File: config.mk
export PLATFORM = sky130hd
export DESIGN_NAME = fifo_narrow
export DESIGN_NICKNAME = d
export VERILOG_FILES = /design/src/rtl/fifo_narrow.sv
export SDC_FILE = /design/constraint.sdc
export NUM_CORES = 1
export LEC_CHECK = 0
export ABC_AREA = 1
export BUFFER_PORTS_ARGS = -buffer_cell sky130_fd_sc_hd__buf_2
export CORE_AREA = 3 3 147 177
export DETAILED_ROUTE_END_ITERATION = 10
export DIE_AREA = 0 0 150 180
export GPL_TIMING_DRIVEN = 1
export PLACE_DENSITY = 0.62
export RECOVER_POWER = 25
export SLEW_MARGIN = 15
export SYNTH_ARGS = -nofsm -noshare
export SYNTH_HDL_FRONTEND = slang
export SYNTH_SLANG_ARGS = --single-unit
File: constraint.sdc
create_clock -name clk -period 4.7 [get_ports clk]
set_clock_uncertainty 0.2 [all_clocks]
set_input_delay 0 -clock clk [delete_from_list [all_inputs] [get_ports clk]]
set_output_delay 0 -clock clk [all_outputs]
set_load 0.02 [all_outputs]
File: src/rtl/fifo_narrow.sv
// Width-reducing FIFO: 32-bit words in, 16-bit halves out (low half first).
// Status is derived from the wide-entry count and the half-select bit.
module fifo_narrow #(
    parameter int WIDTH    = 32,
    parameter int DEPTH_P  = 3,
    parameter int DEPTH_P2 = 8
) (
    input  logic                 clk,
    input  logic                 reset,
    input  logic [WIDTH-1:0]     data_in,
    input  logic                 put,
    input  logic                 get,
    output logic [WIDTH/2-1:0]   data_out,
    output logic [DEPTH_P+1:0]   fillcount,
    output logic                 empty,
    output logic                 full
);

    localparam int HW = WIDTH / 2;
    localparam logic [DEPTH_P:0] WCOUNT_FULL = (DEPTH_P + 1)'(DEPTH_P2);

    logic [WIDTH-1:0]   mem [DEPTH_P2];

    logic [DEPTH_P-1:0] wr_ptr_q, wr_ptr_d;
    logic [DEPTH_P-1:0] rd_ptr_q, rd_ptr_d;
    logic [DEPTH_P:0]   wcount_q, wcount_d;
    logic               hsel_q, hsel_d;
    logic [HW-1:0]      data_out_q, data_out_d;

    logic               put_ok;
    logic               get_ok;
    logic [WIDTH-1:0]   rd_word;

    assign empty     = (wcount_q == '0);
    assign full      = (wcount_q == WCOUNT_FULL);
    assign fillcount = {wcount_q, 1'b0} - {{(DEPTH_P + 1){1'b0}}, hsel_q};
    assign data_out  = data_out_q;

    assign put_ok  = put & ~full;
    assign get_ok  = get & ~empty;
    assign rd_word = mem[rd_ptr_q];

    always_comb begin
        wr_ptr_d   = wr_ptr_q;
        rd_ptr_d   = rd_ptr_q;
        hsel_d     = hsel_q;
        data_out_d = data_out_q;
        wcount_d   = wcount_q + {{DEPTH_P{1'b0}}, put_ok}
                              - {{DEPTH_P{1'b0}}, get_ok & hsel_q};

        if (put_ok) begin
            wr_ptr_d = wr_ptr_q + DEPTH_P'(1);
        end

        // An entry is only released once its high half has been read.
        if (get_ok) begin
            if (!hsel_q) begin
                data_out_d = rd_word[HW-1:0];
                hsel_d     = 1'b1;
            end else begin
                data_out_d = rd_word[WIDTH-1:HW];
                hsel_d     = 1'b0;
                rd_ptr_d   = rd_ptr_q + DEPTH_P'(1);
            end
        end
    end

    always_ff @(posedge clk) begin
        if (reset) begin
            wr_ptr_q   <= '0;
            rd_ptr_q   <= '0;
            wcount_q   <= '0;
            hsel_q     <= 1'b0;
            data_out_q <= '0;
        end else begin
            wr_ptr_q   <= wr_ptr_d;
            rd_ptr_q   <= rd_ptr_d;
            wcount_q   <= wcount_d;
            hsel_q     <= hsel_d;
            data_out_q <= data_out_d;
        end
    end

    // Storage is not cleared on reset; the pointers make stale data unreachable.
    always_ff @(posedge clk) begin
        if (put_ok && !reset) begin
            mem[wr_ptr_q] <= data_in;
        end
    end

endmodule
After elaboration in Yosys (flattened, before gate mapping)
Memory sizes are Yosys's and may differ from the RTL's. A register that Yosys moved wholly into a read port is not among the register bits.
Cells that the tools add are included.

storage, ports and cells
  register bits = 27
  input bits = 36
  RAM bits = 256
  output and inout bits = 23
  memories kept = 1
  word-level logic and storage cells = 27

operators by class
  bitwise logic cells = 5
  equal/unequal tests = 1
  reductions and logical operators = 4
  multiplexer cells = 6
  $add $sub $neg = 5

memory list
  name  words  width  rd ports  clocked after Yosys merged registers in  wr ports  line  RTL
  mem   8      32     1         1                                        1         22    logic [WIDTH-1:0] mem [DEPTH_P2];

operators by type and width
  cell                                                           count
  16-bit two-way mux                                             1
  3-bit by 1-bit adder with 3-bit output, second input constant  2
  3-bit two-way mux                                              2
  5-bit by 1-bit subtractor with 5-bit output                    1
  4-bit by 1-bit adder with 4-bit output                         1
  4-bit == test, second input constant                           1
  4-bit logical NOT                                              1
  4-bit by 1-bit subtractor with 4-bit output                    1
  1-bit bitwise AND                                              3
  1-bit two-way mux                                              3
  1-bit NOT                                                      2
  2-bit AND reduction                                            1
  1-bit logical AND                                              1
  1-bit logical NOT                                              1

Logic depth before layout (Yosys ltp)
Gate-level depths: netlist of the first run.

  depth in word-level cells = 6
  mapped depth = 14
  gate-level depth less buffers = 14

Least setup slack after synthesis of the first run
Ideal clock, no wire load.

  kind = flip-flop to flip-flop
  start point = register wcount_q[2]
  end point = memory mem[6][0], enable pin
  clock period less this slack = 3852 ps
  cell stages (with the launch flop) = 8
  path buffers = 0
  arrival time = 3191 ps
  required time = 4039 ps
  setup slack = 848 ps
  library setup time = 461 ps
  cells stage by stage = dfxtp_1 > inv_1 > ha_1 > nand2_1 > nand2_1 > inv_1 > nand2_1 > nor3_1

between the ends
  cells in the longest elaborated chain, start to end = 6

ends and longest elaborated chain
  what                                     line  RTL
  start: declaration                       26    logic [DEPTH_P:0] wcount_q, wcount_d;
  start signal: assignment                 78    wcount_q <= wcount_d;
  4-bit == test                            35    assign full = (wcount_q == WCOUNT_FULL);
  1-bit NOT                                39    assign put_ok = put & ~full;
  1-bit bitwise AND                        39
  1-bit logical AND                        86    if (put_ok && !reset) begin
  1-bit two-way mux                        86
  1-bit two-way mux (not written as such)  87    mem[wr_ptr_q] <= data_in;
  end: declaration                         22

Every way passes these cells.

Worst setup path in the final report of the first run
  start point = register wcount_q[2]
  end point = memory mem[1][1], enable pin

The elaborated chain is that of the path after synthesis.

==> results of run 1 <==
## layout make-up
cell class                 count  area share (%)
sequential                   286           59.57
multi-input combinational    661           21.07
clock buffer                  40           5.797
timing repair buffer         112           5.581
inverter                     169           4.574
clock inverter                 9          0.4943
tap                          325           2.921
## cells in the mapped netlist, drive strengths merged
cell type	number	area share, %
nand3	178	7.3
buf	48	2.6
edfxtp	256	63
nor2	16	0.73
xnor2	1	0.072
inv	169	5.2
clkbuf	6	0.19
ha	9	0.93
dfxtp	30	4.9
nor3	5	0.21
o21ai	7	0.29
a21oi	8	0.33
xor2	3	0.22
fa	1	0.16
nand2	433	13
## sequential cells by signal, summed over array words and instances, names as in the netlist, named ones only
name	flops
wr_ptr_q	3
mem	256
wcount_q	4
data_out	16
rd_ptr_q	3
hsel_q	1
## path summary, 6_finish.rpt
kind / cells after the start / end / slack, ns
worst max register to register: 7 / mem[1][1] / 1.77
worst min-delay path: 2 / mem[2][5] / 0.1
worst max-delay path: 7 / mem[1][1] / 1.77
worst min register to register: 2 / flip-flop / 0.30
## per-layer routing
layer / GRT usage [%] / vias to the layer above
li1: - / 3959
met1: 28.80 / 3777
met2: 34.33 / 232
met3: 2.950 / 48
met4: 6.737 / 0
met5: 0 / -
## through the flow
stage          setup slack [ns]  area [sq um]
2_1_floorplan            0.8476         12140
3_3_place_gp              1.782         12690
3_5_place_dp              1.729         12690
4_1_cts                   1.708         13920
5_1_grt                   1.597         13920
6_report                  1.765         13920
## cells by family (layout without fill, tap and decap cells)
logic type	after synthesis	after routing	share of synthesized area, %
AND/OR/NAND/NOR	632	632	21.74
flip-flops	286	286	68.26
buffers and inverters	223	330	7.997
AO/OA/AOI/OAI	15	15	0.6183
adder cells (fa/ha/maj)	10	10	1.092
XOR/XNOR	4	4	0.2886
## report_power, final
part / internal, mW / switching [mW] / leakage [nW]
registers: 2.91 / 0.116 / 2.56
logic: 0.348 / 0.787 / 2.90
clock network: 1.24 / 0.886 / 0.431
==> impl_metrics.tcl, run 1 <==
set metrics [dict create \
    status "complete, no violations" \
    final_common_cell "nand2_1" \
    postRouteAntennaNets 0 \
    grt_pass1_vias 7861 \
    top_layer "met4" \
    met1_length_um 11770 \
    dp_hpwl_um 16190 \
    grtUsageTotal_pct 20.87 \
    syn_area_per_cell_sq_um 10.38 \
    coreArea_sq_um 24590 \
    crit_path_start_kind "flip-flop" \
    netlist_instances 1170 \
    worst-endpoint-arrival_ns 2.87 \
    drive_above_1_share_pct 8.692 \
    die_h_um 180 \
    worst_pin_slew_ns 1.178 \
    worstPathCellList "inv_1 -> ha_1 -> nand2_1 -> nand2_1 -> inv_1 -> nand3_1 -> nor2_4" \
    synth_area_sq_um 12140 \
    vias_per_cell 5.004 \
    first_pass_iters 5 \
    totalWireLength_um 27690 \
    cts.sinks 286 \
    fmax_mhz 340.8 \
    grt_pass1_wl_um 43800 \
    start_util_pct 49.37 \
    finalSetupViolations 0 \
    boundaryPins 59 \
    final_cell_mix "431 x nand2_1, 256 x edfxtp_1, 178 x nand3_1, 165 x inv_1, 36 x dlygate4sd3_1" \
    vias 8016 \
    wl_met2_um 13540 \
    path_clk_slew_ns 0.06 \
    ys_types 25 \
    hold_violations 0 \
    dieArea_sq_um 27000 \
    cp_slowest_cell "nor2_4" \
    finalPower_mw 6.288 \
    hp-start "data_in[5]" \
    die_width_um 150 \
    ir_drop_mv 0.3082 \
    hold_path.class "in -> reg" \
    ctsLongestPathBuffers 3 \
    worst_hold_slack_ns 0.09779 \
    seqCellArea_sq_um 8293 \
    yosysSeqAreaShare_pct 68.26 \
    syn-num-nets 1216 \
    rows 63 \
    wl_per_cell_um 17.29 \
    crit_buf_inv 2 \
    maxCapViolations 0 \
    grt-ovfl-total 0 \
    dp_cells 1516 \
    final.period_utilization_pct 62.44 \
    cp.required_ns 4.64 \
    fin_tns_setup_ns 0 \
    drc 0 \
    cts_inserted_buffers 27 \
    root_buffer "clkbuf_16" \
    critical_path_class "reg -> reg" \
    crit_path_max_fanout 32 \
    clkLatencyLatePin_ns 0.53 \
    multi_input_area_sq_um 2933 \
    endpoint_kind "flip-flop" \
    io_buffers 58 \
    post_cts_buffers 0 \
    cpPeakStageDelay_ns 1.02 \
    grt_antenna_before_repair 0 \
    startpoint "wcount_q[2]" \
    postCtsHoldBufs 36 \
    drt_iter0_drc 584 \
    fin_nets 1303 \
    final_util_pct 56.61 \
    area_delta_synth_final_pct 14.66 \
    r2r_start "wcount_q[2]" \
    rsz0062_at_grt "false" \
    n_fill_cell 2125 \
    htreeDepth 1 \
    wl_met3_um 1569 \
    fin_crit_ns 2.935 \
    crit_family "simple AND/OR/NAND/NOR gates" \
    finalNonFillerCells 1602 \
    gp_congestion 0.7809 \
    slew_viol_final 0 \
    grt_max_degree 69 \
    power_density_nw_per_um2 451.7 \
    antenna_cells 0 \
    synth-seq-cells 286 \
    cts_resized 0 \
    cellLeakagePower_nw 5.892 \
    slew_headroom_pct 21.27 \
    synth_warnings 0 \
    tritoncts "built" \
]
Power figures use the tool's default switching activity.
==> run 2, diff against run 1 <==
Settings changed: ABC_AREA 1 to 0, CORE_AREA 3 3 147 177 to 3 3 140 169, DIE_AREA 0 0 150 180 to 0 0 143 172.
Clock period 4.7 ns to 2.9 ns, I/O delays scaled along.
==> impl_metrics.tcl, run 2 <==
set metrics [dict create \
    status "complete, no violations" \
    ir_drop_mv 0.7341 \
    finalInstanceArea_sq_um 13080 \
    synth_area_sq_um 11000 \
    synth-edff-count 256 \
    p_sw_share_pct 23.99 \
    grt-ovfl-total 0 \
    rsz0062_at_grt "false" \
    grt_max_degree 49 \
    cellLeakagePower_nw 4.267 \
    dieArea_sq_um 24600 \
    rows 60 \
    worst_pin_slew_ns 1.044 \
    clkLatencyLatePin_ns 0.53 \
    postCtsHoldBufs 36 \
    p_clk_share_pct 36.3 \
    worst-endpoint-arrival_ns 2.82 \
    drt_iter0_drc 276 \
    final_common_cell "edfxtp_1" \
    synth.most_common_cell "edfxtp_1" \
    worst_hold_slack_ns 0.08276 \
    tritoncts "built" \
    internal-power_mw 7.409 \
    fin_crit_ns 2.614 \
    syn_area_per_cell_sq_um 21.27 \
    final_cell_mix "256 x edfxtp_1, 48 x mux4_2, 39 x buf_2, 36 x dlygate4sd3_1, 30 x nor2_1" \
    fmax_mhz 382.5 \
    p_seq_share_pct 49.8 \
    power_density_nw_per_um2 745.3 \
    reg2reg_to "wcount_q[2]" \
    crit_path_start_kind "flip-flop" \
    slew_headroom_pct 30.05 \
    syn-num-nets 563 \
    final.period_utilization_pct 90.14 \
    n_fill_cell 1620 \
    busiest_layer "met2" \
    cts_inserted_buffers 27 \
    dp_hpwl_um 11950 \
    cts.sinks 286 \
    die_width_um 143 \
    io_buffers 58 \
    crit_path_max_fanout 6 \
    worstPathCellList "inv_1 -> ha_1 -> or3b_1 -> nand3_1 -> nand3_1 -> nand2_1 -> ha_1 -> inv_1 -> fa_1 -> xnor2_1 -> nor2_1" \
    placed_area_sq_um 11840 \
    grtUsageTotal_pct 17.92 \
    cpPeakStageDelay_ns 0.45 \
    drc 0 \
    largest_reg_flops 256 \
    first_pass_iters 4 \
    crit_end "wcount_q[2]" \
    synth_warnings 0 \
    startpoint "wcount_q[2]" \
    critical_path_class "reg -> reg" \
    regMostFlops "mem" \
    slew_viol_final 0 \
    grt_pass1_wl_um 32930 \
    yosysSeqAreaShare_pct 75.38 \
    postRouteAntennaNets 0 \
    cp_slowest_cell "or3b_1" \
    post_cts_buffers 0 \
    gr-usage-met2_pct 30.78 \
    path_clk_slew_ns 0.07 \
    rr_worst_depth 11 \
    r2r_start "wcount_q[2]" \
    fin_nets 677 \
    antenna_cells 0 \
    netlist_instances 517 \
    hold_path.class "in -> reg" \
    root_buffer "clkbuf_16" \
    ctsLongestPathBuffers 3 \
    start_util_pct 49.32 \
    vias_per_cell 5.723 \
    synth_top_area_cell "edfxtp_1" \
    die_h_um 172 \
    boundaryPins 59 \
    wl_per_cell_um 22.94 \
    htreeDepth 1 \
    gp_congestion 0.8350 \
    netlist_top_cells_area "edfxtp_1 70%, mux4_2 9.8%, dfxtp_1 5.5%" \
    finalSetupViolations 0 \
    grt.met3_usage_pct 3.098 \
    maxCapViolations 0 \
    pwr-share-comb_pct 14.0 \
    cp.required_ns 3.10 \
    cts_resized 0 \
    rrSetupSlack_ns 0.29 \
    ys.flop_type "edfxtp_1" \
    totalWireLength_um 21350 \
    coreArea_sq_um 22300 \
    endpoint_kind "flip-flop" \
    met1_usage_pct 23.59 \
    grt_antenna_before_repair 0 \
    synth_top_area_share_pct 69.91 \
    grt_pass1_vias 5720 \
    ys_types 33 \
    vias 5328 \
    synth_commonest_cells "256 x edfxtp_1, 48 x mux4_2, 33 x nor2_1" \
    hold_violations 0 \
    drive_above_1_share_pct 26.99 \
    p_sw_mw 2.339 \
    synth-seq-cells 286 \
    area_delta_synth_final_pct 18.96 \
    synthArstFlopShare_pct 0 \
]
## run 2: how the worst min path moves through the flow
stage	from	slack (ns)	end	depth (start not counted)
after detailed placement	data_in[10]	0.06	mem[5][10]	1
after global placement	data_in[10]	0.06	mem[1][10]	1
final	data_in[19]	0.08	mem[0][19]	2
after floorplan	data_in[0]	-0.10	mem[0][0]	0
after CTS	data_in[10]	0.05	mem[1][10]	2
after global routing	data_in[5]	0.12	mem[6][5]	2
## run 2: logic make-up (layout without fill, tap and decap cells)
| family | count (synthesis) | in the layout | share of synthesized area [%] |
|---|---|---|---|
| DFF | 286 | 286 | 75.38 |
| xor gates and xnor gates | 10 | 10 | 0.7966 |
| AOI/OAI and AO/OA | 20 | 20 | 1.661 |
| muxes | 97 | 97 | 16.84 |
| and+or+nand+nor | 59 | 59 | 2.481 |
| adders and majority gates | 10 | 10 | 1.206 |
| buffers and inverters | 35 | 170 | 1.638 |
## run 2: final cells by class
| type | instances | area [sq um] | share of cell area [%] |
|---|---|---|---|
| tap | 279 | 349.1 | 2.669 |
| timing repair buffer | 111 | 879.6 | 6.725 |
| multi-input combinational | 196 | 2616 | 20.00 |
| inverter | 9 | 33.78 | 0.2583 |
| clock buffer | 35 | 715.7 | 5.472 |
| sequential | 286 | 8294 | 63.41 |
| clock inverter | 15 | 191.4 | 1.464 |
## run 2: metal layers
metal  vias to the layer above  routed length (um)
li1                       2360                   -
met1                      2821                8879
met2                       107               10990
met3                        40                 952
met4                         0                 525
met5                         -                   0
## run 2: critical path: cells and delay by family (launching register included)
family / cells / cell delay, ns
xor+xnor: 1 / 0.17
simple gates: 5 / 0.92
flops: 1 / 0.32
fa+ha+maj: 3 / 0.71
buf+inv: 2 / 0.18
## run 2: metrics by stage
stage	power, mW	setup WS (ns)	util (%)	TNS [ns]	std cells
final	9.748	0.2860	58.66	0	931
after floorplan	5.802	-0.2165	-	-28.29	517
after global routing	10.15	0.1004	58.66	0	931
after detailed placement	6.282	0.3034	53.09	0	845
after CTS	9.860	0.2856	58.77	0	931
after global placement	6.236	0.3969	53.09	0	845
## run 2: power groups by stage
stage | registers, mW | clock network [mW] | logic, mW
global route | 4.87 | 3.78 | 1.49
finish | 4.85 | 3.53 | 1.36
CTS | 4.85 | 3.62 | 1.39
global placement | 4.92 | 0 | 1.31
detailed placement | 4.94 | 0 | 1.34
floorplan | 4.98 | 0 | 0.823
==> run 3, diff against run 2 <==
==> constraint.sdc (replaced) <==
create_clock -name clk -period 2.9 [get_ports clk]
set_clock_uncertainty 0.2 [all_clocks]
set_input_delay 0.58 -clock clk [delete_from_list [all_inputs] [get_ports clk]]
set_output_delay 0.58 -clock clk [all_outputs]
set_load 0.02 [all_outputs]
==> impl_metrics.tcl, run 3 (synthesized netlist as in run 2, its figures left out) <==
set metrics [dict create \
    status "complete, no violations" \
    area_delta_synth_final_pct 15.08 \
    crit_family "simple AND/OR/NAND/NOR gates" \
    regMostFlops "mem" \
    ir_drop_mv 0.5226 \
    critical_path_class "reg -> out" \
    pwr-share-comb_pct 14.1 \
    finalNonFillerCells 894 \
    power_density_nw_per_um2 742.1 \
    slew_headroom_pct 30.04 \
    die_h_um 172 \
    tritoncts "built" \
    rows 60 \
    p_sw_share_pct 24.14 \
    vias 5122 \
    grtUsageTotal_pct 17.57 \
    clkLatencyLatePin_ns 0.53 \
    cts_resized 0 \
    wl_per_cell_um 23.54 \
    largest_reg_flops 256 \
    worstPathCellList "inv_1 -> ha_1 -> or3b_2 -> inv_1 -> buf_2" \
    drc 0 \
    first_pass_iters 4 \
    p_clk_share_pct 34.2 \
    cp_slowest_cell "or3b_2" \
    fin_nets 643 \
    cts.sinks 286 \
    grt_pass1_vias 5437 \
    start_util_pct 49.32 \
    endpoint_kind "primary output" \
    crit_path_frequent_cell "inv_1" \
    grt_max_degree 33 \
    cellLeakagePower_nw 4.069 \
    root_buffer "clkbuf_16" \
    crit_buf_inv 3 \
    postCtsHoldBufs 0 \
    fmax_mhz 376.7 \
    cpPeakStageDelay_ns 0.52 \
    p_sw_mw 2.267 \
    internal-power_mw 7.123 \
    cts_inserted_buffers 27 \
    final.period_utilization_pct 91.54 \
    slew_viol_final 0 \
    final_cell_mix "256 x edfxtp_1, 48 x mux4_2, 38 x buf_2, 31 x clkbuf_1, 30 x nor2_1" \
    coreArea_sq_um 22300 \
    vias_per_cell 5.729 \
    path_clk_slew_ns 0.06 \
    crit_path_max_fanout 6 \
    rrSetupSlack_ns 0.30 \
    drt_iter0_drc 366 \
    p_seq_share_pct 51.7 \
    grt_antenna_before_repair 0 \
    fin_crit_ns 2.655 \
    dp_cells 847 \
    grt_pass1_wl_um 32150 \
    htreeDepth 1 \
    setup_ws_ns 0.2455 \
    finalSetupViolations 0 \
    die_width_um 143 \
    crit_path_start_kind "flip-flop" \
    maxCapViolations 0 \
    worst-endpoint-arrival_ns 1.87 \
    hold_violations 0 \
    hold_path.class "in -> reg" \
    antenna_cells 0 \
    dieArea_sq_um 24600 \
    place_ws_ns 0.3266 \
    dp_hpwl_um 12000 \
    post_cts_buffers 0 \
    boundaryPins 59 \
    rsz0062_at_grt "false" \
    worst_pin_slew_ns 1.044 \
    postRouteAntennaNets 0 \
    gp_congestion 0.8393 \
    grt-ovfl-total 0 \
    drive_above_1_share_pct 26.99 \
    cp.required_ns 2.12 \
    ctsLongestPathBuffers 3 \
    final_common_cell "edfxtp_1" \
    totalWireLength_um 21050 \
    io_buffers 58 \
]
==> run 3: cell types whose count changed in the layout (fill, tap and decap cells not counted), moves of 2 or more <==
cell	before	now
dlygate4sd3_1	36	0
clkinv_2	7	0
clkbuf_1	26	31
clkinv_1	1	5
bufinv_16	4	1
buf_12	10	12
==> run 3: worst reg2reg max path, delay by kind of cell (launching register included) <==
kind / cells / cell delay, ns
AND/OR/NAND/NOR: 5 / 0.89
adder cells (fa/ha/maj): 3 / 0.72
flip-flops: 1 / 0.32
buffers and inverters: 2 / 0.18
XOR/XNOR: 1 / 0.16
==> run 3: area by class of cell <==
class	count	area [sq um]
fill	1651	9643
clock buffer	40	744.5
inverter	9	33.78
clock inverter	7	57.56
multi-input combinational	196	2616
timing repair buffer	77	558.0
tap	279	349.1
sequential	286	8294
==> run 3: metrics by stage <==
step / setup TNS, ns / util (%) / hold WS (ns) / instance area (sq um) / total power, mW
4_1_cts: 0 / 56.86 / 0.09087 / 12680 / 9.490
3_3_place_gp: 0 / 53.27 / 0.2670 / 11880 / 6.239
3_5_place_dp: 0 / 53.27 / 0.2684 / 11880 / 6.282
6_report: 0 / 56.75 / 0.1242 / 12650 / 9.390
5_1_grt: 0 / 56.75 / 0.1320 / 12650 / 9.775
2_1_floorplan: -28.29 / - / 0.2725 / 11040 / 5.802
==> run 3: routing by layer <==
layer	part of all wire (%)	global-route usage, %	wire length (um)
met5	0	0	0
met4	2.5	4.713	523
met3	4.4	3.430	931
met2	50	29.58	10610
met1	43	23.77	8980
==> run 3: power by group through the flow <==
stage | combinational, mW | clock, mW | sequential (mW)
after floorplan | 0.823 | 0 | 4.98
after global placement | 1.31 | 0 | 4.92
after detailed placement | 1.34 | 0 | 4.94
after CTS | 1.35 | 3.29 | 4.85
after global routing | 1.45 | 3.45 | 4.88
final | 1.32 | 3.21 | 4.86
==> run 3: final timing paths <==
path | from | endpoint | cells after the start
setup / recovery | wcount_q[2] | full | 5
hold / removal | data_in[19] | mem[1][19] | 1
setup reg to reg | wcount_q[2] | wcount_q[2] | 11
hold reg to reg | data_out[15] | data_out[15] | 1
